[src/rtl/uart_fifo_pkg.sv]
// Shared types and helpers for the UART-to-FIFO bridge: FSM state encodings,
// default CRC-8 constants and a single-bit CRC-8 update step.
package uart_fifo_pkg;

    typedef enum logic [2:0] {
        StIdle  = 3'd0,
        StWait  = 3'd1,
        StWrite = 3'd2,
        StCrc   = 3'd3,
        StDone  = 3'd4
    } state_e;

    typedef enum logic [2:0] {
        RxIdle  = 3'd0,
        RxStart = 3'd1,
        RxData  = 3'd2,
        RxStop  = 3'd3,
        RxBreak = 3'd4
    } rx_state_e;

    localparam logic [7:0] CRC_POLY_DEF = 8'h07;
    localparam logic [7:0] CRC_INIT_DEF = 8'h00;

    // MSB-first serial CRC-8, implicit x^8 term.
    function automatic logic [7:0] crc8_step(input logic [7:0] crc, input logic d,
                                             input logic [7:0] poly);
        logic fb;
        fb = crc[7] ^ d;
        return {crc[6:0], 1'b0} ^ (fb ? poly : 8'h00);
    endfunction

endpackage

[src/rtl/uart_rx_core.sv]
// UART receiver: 2-FF synchroniser, mid-bit sampling, LSB first, one stop bit.
// Emits a 1-cycle rx_valid with the data and a stop_bad flag.
module uart_rx_core import uart_fifo_pkg::*; #(
    parameter int unsigned CLKS_PER_BIT = 5208,
    parameter int unsigned DATA_W       = 8
) (
    input  logic              i_clk,
    input  logic              i_reset,
    input  logic              i_rx,
    output logic              o_rx_valid,
    output logic [DATA_W-1:0] o_rx_data,
    output logic              o_stop_bad
);
    localparam int unsigned CNT_W = $clog2(CLKS_PER_BIT);
    localparam int unsigned BIT_W = $clog2(DATA_W);
    localparam logic [CNT_W-1:0] HALF_CNT = CNT_W'(CLKS_PER_BIT / 2 - 1);
    localparam logic [CNT_W-1:0] FULL_CNT = CNT_W'(CLKS_PER_BIT - 1);
    localparam logic [BIT_W-1:0] LAST_BIT = BIT_W'(DATA_W - 1);

    rx_state_e         r_state;
    logic [1:0]        r_sync;
    logic [CNT_W-1:0]  r_clk_cnt;
    logic [BIT_W-1:0]  r_bit_idx;
    logic [DATA_W-1:0] r_shift;
    logic              w_rx;

    assign w_rx = r_sync[1];

    always_ff @(posedge i_clk) begin
        if (i_reset) begin
            r_state    <= RxIdle;
            r_sync     <= 2'b11;
            r_clk_cnt  <= '0;
            r_bit_idx  <= '0;
            r_shift    <= '0;
            o_rx_valid <= 1'b0;
            o_rx_data  <= '0;
            o_stop_bad <= 1'b0;
        end else begin
            r_sync     <= {r_sync[0], i_rx};
            o_rx_valid <= 1'b0;
            case (r_state)
                RxIdle: begin
                    r_clk_cnt <= '0;
                    if (!w_rx) r_state <= RxStart;
                end
                RxStart: begin
                    if (r_clk_cnt == HALF_CNT) begin
                        r_clk_cnt <= '0;
                        r_bit_idx <= '0;
                        // A start bit that has gone high again by mid-bit was a glitch.
                        r_state   <= w_rx ? RxIdle : RxData;
                    end else begin
                        r_clk_cnt <= r_clk_cnt + 1'b1;
                    end
                end
                RxData: begin
                    if (r_clk_cnt == FULL_CNT) begin
                        r_clk_cnt <= '0;
                        r_shift   <= {w_rx, r_shift[DATA_W-1:1]};
                        if (r_bit_idx == LAST_BIT) r_state <= RxStop;
                        else r_bit_idx <= r_bit_idx + 1'b1;
                    end else begin
                        r_clk_cnt <= r_clk_cnt + 1'b1;
                    end
                end
                RxStop: begin
                    if (r_clk_cnt == FULL_CNT) begin
                        r_clk_cnt  <= '0;
                        o_rx_valid <= 1'b1;
                        o_rx_data  <= r_shift;
                        o_stop_bad <= ~w_rx;
                        r_state    <= w_rx ? RxIdle : RxBreak;
                    end else begin
                        r_clk_cnt <= r_clk_cnt + 1'b1;
                    end
                end
                RxBreak: begin
                    // Wait for the line to return high so a low stop bit is not a new start.
                    if (w_rx) r_state <= RxIdle;
                end
                default: r_state <= RxIdle;
            endcase
        end
    end

endmodule

[src/rtl/uart_frame_to_fifo.sv]
// UART-to-FIFO bridge with CRC-8 framing, FIFO-wait timeout and sticky error flags.
// Define CRC_CHECK_EN to treat the last byte of each frame as a CRC trailer.
module uart_frame_to_fifo import uart_fifo_pkg::*; #(
    parameter int unsigned CLKS_PER_BIT = 5208,
    parameter int unsigned DATA_W       = 8,
    parameter logic [7:0]  CRC_POLY     = CRC_POLY_DEF,
    parameter logic [7:0]  CRC_INIT     = CRC_INIT_DEF,
    parameter int unsigned FRAME_LEN    = 16,
    parameter int unsigned FIFO_TIMEOUT = 1024
) (
    input  logic                         i_clk,
    input  logic                         i_reset,
    input  logic                         i_enable,
    input  logic                         i_clear_err,
    input  logic                         i_rx,
    output logic                         o_tx,
    input  logic                         i_fifo_busy,
    output logic                         o_fifo_we,
    output logic [DATA_W-1:0]            o_fifo_data_out,
    output logic [7:0]                   o_crc,
    output logic                         o_crc_valid,
    output logic                         o_crc_err,
    output logic                         o_frame_done,
    output logic [$clog2(FRAME_LEN)-1:0] o_byte_count,
    output logic                         o_overrun,
    output logic                         o_rx_err,
    output logic                         o_timeout_err,
    output logic [2:0]                   o_state
);
    localparam int unsigned CNT_W  = $clog2(FRAME_LEN);
    localparam int unsigned BIT_W  = $clog2(DATA_W);
    localparam int unsigned WAIT_W = (FIFO_TIMEOUT > 2) ? $clog2(FIFO_TIMEOUT) : 1;
    localparam logic [CNT_W-1:0]  LAST_CNT = CNT_W'(FRAME_LEN - 1);
    localparam logic [WAIT_W-1:0] WAIT_MAX = WAIT_W'(FIFO_TIMEOUT - 1);
    localparam logic [BIT_W-1:0]  LAST_BIT = BIT_W'(DATA_W - 1);

    logic              w_rx_valid;
    logic [DATA_W-1:0] w_rx_data;
    logic              w_stop_bad;
    logic              w_trailer;

    state_e            r_state;
    logic [DATA_W-1:0] r_data;
    logic [7:0]        r_crc;
    logic              r_crc_valid;
    logic              r_fifo_we;
    logic              r_frame_done;
    logic [CNT_W-1:0]  r_byte_count;
    logic [WAIT_W-1:0] r_wait_cnt;
    logic [BIT_W-1:0]  r_bit_idx;
    logic              r_overrun;
    logic              r_rx_err;
    logic              r_timeout_err;

    uart_rx_core #(
        .CLKS_PER_BIT (CLKS_PER_BIT),
        .DATA_W       (DATA_W)
    ) u_rx_core (
        .i_clk      (i_clk),
        .i_reset    (i_reset),
        .i_rx       (i_rx),
        .o_rx_valid (w_rx_valid),
        .o_rx_data  (w_rx_data),
        .o_stop_bad (w_stop_bad)
    );

`ifdef CRC_CHECK_EN
    logic       r_crc_err;
    logic [7:0] w_data8;

    assign w_trailer = (r_byte_count == LAST_CNT);
    assign o_crc_err = r_crc_err;

    always_comb begin
        w_data8              = '0;
        w_data8[DATA_W-1:0]  = r_data;
    end
`else
    assign w_trailer = 1'b0;
    assign o_crc_err = 1'b0;
`endif

    always_ff @(posedge i_clk) begin
        if (i_reset) begin
            r_state       <= StIdle;
            r_data        <= '0;
            r_crc         <= CRC_INIT;
            r_crc_valid   <= 1'b0;
            r_fifo_we     <= 1'b0;
            r_frame_done  <= 1'b0;
            r_byte_count  <= '0;
            r_wait_cnt    <= '0;
            r_bit_idx     <= '0;
            r_overrun     <= 1'b0;
            r_rx_err      <= 1'b0;
            r_timeout_err <= 1'b0;
`ifdef CRC_CHECK_EN
            r_crc_err     <= 1'b0;
`endif
        end else begin
            // Clear first so any error raised later in this cycle wins.
            if (i_clear_err) begin
                r_overrun     <= 1'b0;
                r_rx_err      <= 1'b0;
                r_timeout_err <= 1'b0;
            end
            r_frame_done <= 1'b0;
            if (w_rx_valid && r_state != StIdle) r_overrun <= 1'b1;

            if (i_enable) begin
                case (r_state)
                    StIdle: begin
                        if (w_rx_valid) begin
                            if (w_stop_bad) begin
                                r_rx_err <= 1'b1;
                            end else begin
                                r_data     <= w_rx_data;
                                r_wait_cnt <= '0;
                                r_state    <= StWait;
                                if (r_byte_count == '0) begin
                                    r_crc       <= CRC_INIT;
                                    r_crc_valid <= 1'b0;
`ifdef CRC_CHECK_EN
                                    r_crc_err   <= 1'b0;
`endif
                                end
                            end
                        end
                    end
                    StWait: begin
                        if (!i_fifo_busy) begin
                            r_fifo_we <= 1'b1;
                            r_state   <= StWrite;
                        end else if (r_wait_cnt == WAIT_MAX) begin
                            r_timeout_err <= 1'b1;
                            r_state       <= StIdle;
                        end else begin
                            r_wait_cnt <= r_wait_cnt + 1'b1;
                        end
                    end
                    StWrite: begin
                        r_fifo_we <= 1'b0;
                        r_bit_idx <= LAST_BIT;
                        r_state   <= StCrc;
                    end
                    StCrc: begin
                        if (!w_trailer) r_crc <= crc8_step(r_crc, r_data[r_bit_idx], CRC_POLY);
                        if (r_bit_idx == '0) begin
                            if (r_byte_count == LAST_CNT) begin
                                r_byte_count <= '0;
                                r_state      <= StDone;
                            end else begin
                                r_byte_count <= r_byte_count + 1'b1;
                                r_state      <= StIdle;
                            end
                        end else begin
                            r_bit_idx <= r_bit_idx - 1'b1;
                        end
                    end
                    StDone: begin
                        r_frame_done <= 1'b1;
                        r_crc_valid  <= 1'b1;
`ifdef CRC_CHECK_EN
                        r_crc_err    <= (w_data8 != r_crc);
`endif
                        r_state      <= StIdle;
                    end
                    default: r_state <= StIdle;
                endcase
            end
        end
    end

    assign o_tx            = i_rx;
    assign o_fifo_we       = r_fifo_we & i_enable;
    assign o_fifo_data_out = r_data;
    assign o_crc           = r_crc;
    assign o_crc_valid     = r_crc_valid;
    assign o_frame_done    = r_frame_done;
    assign o_byte_count    = r_byte_count;
    assign o_overrun       = r_overrun;
    assign o_rx_err        = r_rx_err;
    assign o_timeout_err   = r_timeout_err;
    assign o_state         = r_state;

endmodule

[config.mk]
export PLATFORM = sky130hd
export DESIGN_NAME = uart_frame_to_fifo
export DESIGN_NICKNAME = d
export VERILOG_FILES = /design/src/rtl/uart_fifo_pkg.sv /design/src/rtl/uart_rx_core.sv /design/src/rtl/uart_frame_to_fifo.sv
export SDC_FILE = /design/constraint.sdc
export NUM_CORES = 1
export LEC_CHECK = 0
export CAP_MARGIN = 15
export CORE_MARGIN = 2
export CORE_UTILIZATION = 40
export DETAILED_ROUTE_END_ITERATION = 7
export GPL_TIMING_DRIVEN = 1
export HOLD_SLACK_MARGIN = 0.03
export RECOVER_POWER = 100
export SYNTH_ARGS = -nofsm -noshare
export SYNTH_HDL_FRONTEND = slang
export SYNTH_HIERARCHICAL = 1
export SYNTH_SLANG_ARGS = --single-unit
export TNS_END_PERCENT = 20
[constraint.sdc]
create_clock -name i_clk -period 1.6 [get_ports i_clk]
set_input_delay 0.48 -clock i_clk [delete_from_list [all_inputs] [get_ports i_clk]]
set_output_delay 0.48 -clock i_clk [all_outputs]
set_load 0.05 [all_outputs]
Word level (Yosys, flattened, before mapping):

Cells that the tools add are included.

* bits in registers: 81
* bits of input ports: 6
* output and inout bits: 31
* word-level logic and storage cells: 149

* $add $sub $neg: 5
* $lt $le $gt $ge: 1
* eq/ne operators: 29
* mux-type cells: 58
* bitwise gates (word level): 7
* reduce and logical (&&, ||, !) cells: 29

Operators with widths (number)
* $mux 3: 18
* $mux 10: 4
* $pmux 13 s3: 1
* $mux 13: 2
* $mux 8: 3
* $pmux 10 s2: 1
* $mux 1: 19
* $ne 2x2->1 const B: 9
* $pmux 8 s2: 1
* $pmux 3 s5: 1
* $reduce_and 5->1: 3
* $reduce_bool 2->1: 7
* $add 13x1->13 const B: 1
* $eq 13x12->1 const B: 1
* $eq 13x13->1 const B: 1
* $eq 3x2->1 const B: 4
* $ne 2x1->1 const B: 6
* $pmux 3 s2: 2
* $pmux 3 s4: 1
* $reduce_and 6->1: 2
* $add 10x1->10 const B: 1
* $eq 10x10->1 const B: 1
* $eq 3x3->1 const B: 3
* $logic_not 3->1: 3
* 22 further kinds: 34

Longest topological paths before layout:

* word-level depth: 6
* gate-level depth with buffers: 7
* gate-level depth less buffers: 6

Modules after synthesis:

The synthesis kept the hierarchy.

Modules (own cells, without submodules)
* uart_frame_to_fifo: times used 1, cells an instance 257, area each 2159.6 um^2, sequential area each 840.8 um^2
* uart_rx_core: times used 1, cells an instance 196, area each 1873.0 um^2, sequential area each 780.7 um^2

Worst setup path after synthesis:

Ideal clock, no wire load.

* path kind: register to register
* from: register r_state[1] (netlist: o_state[1])
* to: register r_byte_count[3] (netlist: o_byte_count[3])
* library setup time: 70 ps
* arrival time: 1772 ps
* required time: 1530 ps
* path slack: -243 ps
* cell stages (with the launch flop): 6
* buffers on the path: 1
* clock period less this slack: 1843 ps
* cell sequence: dfxtp_1 > buf_4 > and4b_1 > nand3_1 > or4_1 > a21oi_1

* word-level cells in the longest chain between the ends: 2

RTL lines
* start: declaration: line uart_frame_to_fifo.sv:42 `state_e r_state;`
* start signal: assignment: line uart_frame_to_fifo.sv:85 `r_state <= StIdle;`
* start signal: assignment: line uart_frame_to_fifo.sv:119 `r_state <= StWait;`
* start signal: assignment: line uart_frame_to_fifo.sv:133 `r_state <= StWrite;`
* $eq 3x2->1: line uart_frame_to_fifo.sv:111 `case (r_state)`
* $reduce_and 3->1 (no line)
* end signal: assignment: line uart_frame_to_fifo.sv:153 `r_byte_count <= r_byte_count + 1'b1;`
* end: declaration: line uart_frame_to_fifo.sv:48 `logic [CNT_W-1:0] r_byte_count;`

No other way between the ends.
A chain may end at the register's enable or synchronous reset.

Worst setup path after layout:

* from: register r_wait_cnt[1]
* to: register r_wait_cnt[9]

* word-level cells in the longest chain between the ends: 4
* elaborated cells between the ends (all ways): 7
* classes of those cells: add/sub (1); eq/ne (2); mux (3); reduce/logical (1)

RTL lines
* start: declaration: line uart_frame_to_fifo.sv:49 `logic [WAIT_W-1:0] r_wait_cnt;`
* start signal: assignment: line uart_frame_to_fifo.sv:138 `r_wait_cnt <= r_wait_cnt + 1'b1;`
* $add 10x1->10: line uart_frame_to_fifo.sv:138
* $mux 10: line uart_frame_to_fifo.sv:134 `end else if (r_wait_cnt == WAIT_MAX) begin`
* $mux 10: line uart_frame_to_fifo.sv:131 `if (!i_fifo_busy) begin`
* $pmux 10 s2: line uart_frame_to_fifo.sv:111

Several ways; a longest one is shown, not always the timed one. The select of a mux whose other input is x is not followed.

==> metrics.cfg <==
[outcome]
status=finished, violations left
violations=setup timing

[drt]
vias_per_cell=5.190
wl_per_cell_um=14.01
drt_iter0_drc=88
drtAntennaViolNets=0
first_pass_iters=4
num_vias=3586
drc_errors=0
routed_wl_mm=9.684

[layout]
drive_gt1_share_pct=34.59
regArea_um2=1638
finalCoreUtilization_pct=56.90
multi_input_area_um2=2399
num-fill-cells=905
antenna_cells=0
syn2layout_area_growth_pct=37.91
num-nets-final=567
fin_cells=691
final_area_um2=5562

[global_routing]
grt_pass1_vias=3493
grt_use_total_pct=17.58
grt_pass1_wl_mm=16.02
antenna_found_initial=0
overflow=0
grt_max_degree=26

[power]
ir_drop_mv=0.5583
leakage_uw=0.002142
p_per_area_nw_per_um2=975.3
p_total_uw=5424

[floorplan]
initial_core_util_pct=41.26
die_y_um=104.4
core_area_um2=9774
io_pins=37
die_area_um2=10900
rows=36
die_width_um=104.4

[worst_hold_path]
hold_class=register to register
holdPathStages=1

[synth]
synth.distinct_cells=67
synth_top_cell_by_area=dfxtp_1
avgSynthCellArea_um2=8.902
synth.most_common_cell=dfxtp_1
netlist_instances=453
synth_top_area_share_pct=40.21
synth_common_cells=dfxtp_1 (81), a21oi_1 (50), nand2_1 (40)
seq_area_frac_synth_pct=40.21
netlist_area_um2=4033
synth_nets=467
synth-seq-cells=81
yosys_most_used_dff=dfxtp_1
ys_async_sr_fraction_pct=0
synth-warning-count=6
synth_edf_count=0
yosys-top-cells-area=dfxtp_1 (40%), a21oi_1 (6.2%), mux2i_1 (4.7%), nand2_1 (3.7%), nor2_1 (3.4%)

[setup_path]
critPathLaunchType=register
path_class=register to register
worstPathArrival_ns=1.94
end_kind=register
crit_required_ns=1.89
reg2regPathDepth=5
r2r_setup_slack_ns=-0.05
crit_fanout=4

[cts]
cts-root-buf=clkbuf_8
clock_path_buffers=2
h-tree-depth=3
clock_latency_ns=0.35
tritoncts=yes
cts.clk_slew.worst_paths_ns=0.10
cts_made_buffers=9
cts_sinks=81
ctsHoldBuffers=0

[timing]
setup-violations-final=4
final_max_slew_viol_count=0
final.min_clock_period_ns=1.652
rsz0062_at_grt=yes
fin_skew_ns=0.01100
max_freq_mhz=605.3
worst_slack_ns=-0.05214
min_period_over_period_pct=103.3
hold_viol=0

[place]
port_buffers=35
post-place-ws_ns=-0.5828
dp.cells=665
hpwlAfterDp_mm=6.726
place_area_um2=5258
gp_congestion=0.8601

[job]
maxCapViolCount=0

-- kinds of logic after synthesis --
kind of cell	Yosys count	share of synthesized area, %
multiplexers	22	6.112
AO/OA/AOI/OAI	110	16.91
buffers and inverters	41	5.243
AND/OR/NAND/NOR	182	27.21
adder cells (fa/ha/maj)	8	2.482
other	1	0.09299
XOR/XNOR	8	1.737
flip-flops	81	40.21
-- what timing repair did --
item | CTS | global route
gates cloned | 1 | 0
setup buffers | 2 | 7
gates resized for setup | 27 | 40
setup endpoints to repair | 57 | 47
pin swaps | 11 | 15
-- placed cells by master (no fill, tap or decap), types with 3 or more instances in the layout --
master      n
or3_1      10
a21oi_2     8
o31ai_1     5
nand4_1     5
dfxtp_2    10
clkbuf_8    9
a31oi_1     4
buf_12     17
nand2_1    39
bufinv_16   3
and4bb_2    4
ha_1        4
a21oi_1    44
o21ai_0    20
nand3_1    14
xor2_1      4
clkbuf_2   15
inv_1      17
nand2b_1    8
nor2b_1     4
ha_4        3
dfxtp_1    70
a22oi_2     3
nand3b_1    4
buf_6       3
and4_4      3
or4_1       4
mux2i_1    19
inv_8       3
and4bb_1    3
nor2_1     36
o21ai_1     9
nor3_1      9
buf_4      66
-- layer usage --
metal / vias to the layer above / wire (um) / GRT usage [%]
met2: 37 / 4731 / 30.39
met4: 0 / 80 / 5.309
met5: - / 0 / 0
met1: 1709 / 4599 / 21.86
li1: 1835 / - / -
met3: 5 / 273 / 3.759
-- flip-flops by register name, indices dropped and copies added (netlist names), 3 cells and up --
register and flops:
o_byte_count 4, o_crc 8, o_fifo_data_out 8, o_state 3, r_bit_idx 3, r_wait_cnt 10, u_rx_core/o_rx_data 8, u_rx_core/r_bit_idx 3
u_rx_core/r_clk_cnt 13, u_rx_core/r_shift 8, u_rx_core/r_state 3
-- metrics by stage --
stage | setup TNS, ns | hold WS (ns)
after floorplan | -0.2274 | 0.3895
after global placement | -18.11 | 0.4052
after detailed placement | -19.81 | 0.4065
after CTS | -0.04402 | 0.4321
after global routing | -1.563 | 0.4417
final | -0.09007 | 0.4333
-- critical path: stages (launching register included) --
cell	delay, ns
dfxtp_2	0.35
ha_4	0.16
and4_4	0.20
a311o_1	0.32
or4_4	0.44
a21oi_2	0.13
-- cell type report --
class	count	share of cell area (%)
timing repair buffer	112	18.67
sequential	81	29.45
tap	133	2.992
multi-input combinational	332	43.13
clock buffer	9	2.227
clock inverter	7	2.385
inverter	17	1.147
-- worst paths after layout --
path,startpoint,to
worst max-delay path,r_wait_cnt[1]$_SDFFE_PP0P_,r_wait_cnt[9]$_SDFFE_PP0P_
worst min-delay path,u_rx_core/r_sync[0]$_SDFF_PP1_,u_rx_core/r_sync[1]$_SDFF_PP1_
worst max register to register,r_wait_cnt[1]$_SDFFE_PP0P_,r_wait_cnt[9]$_SDFFE_PP0P_
worst min register to register,u_rx_core/r_sync[0]$_SDFF_PP1_,u_rx_core/r_sync[1]$_SDFF_PP1_
-- power breakdown --
part           switching, uW  leakage, uW  total, uW  internal (uW)
Sequential              80.7     0.000659       2160           2080
Clock                    850     0.000130       1930           1080
Combinational            699      0.00135       1340            642
Total                   1630      0.00214       5420           3790
Power figures use the tool's default switching activity.
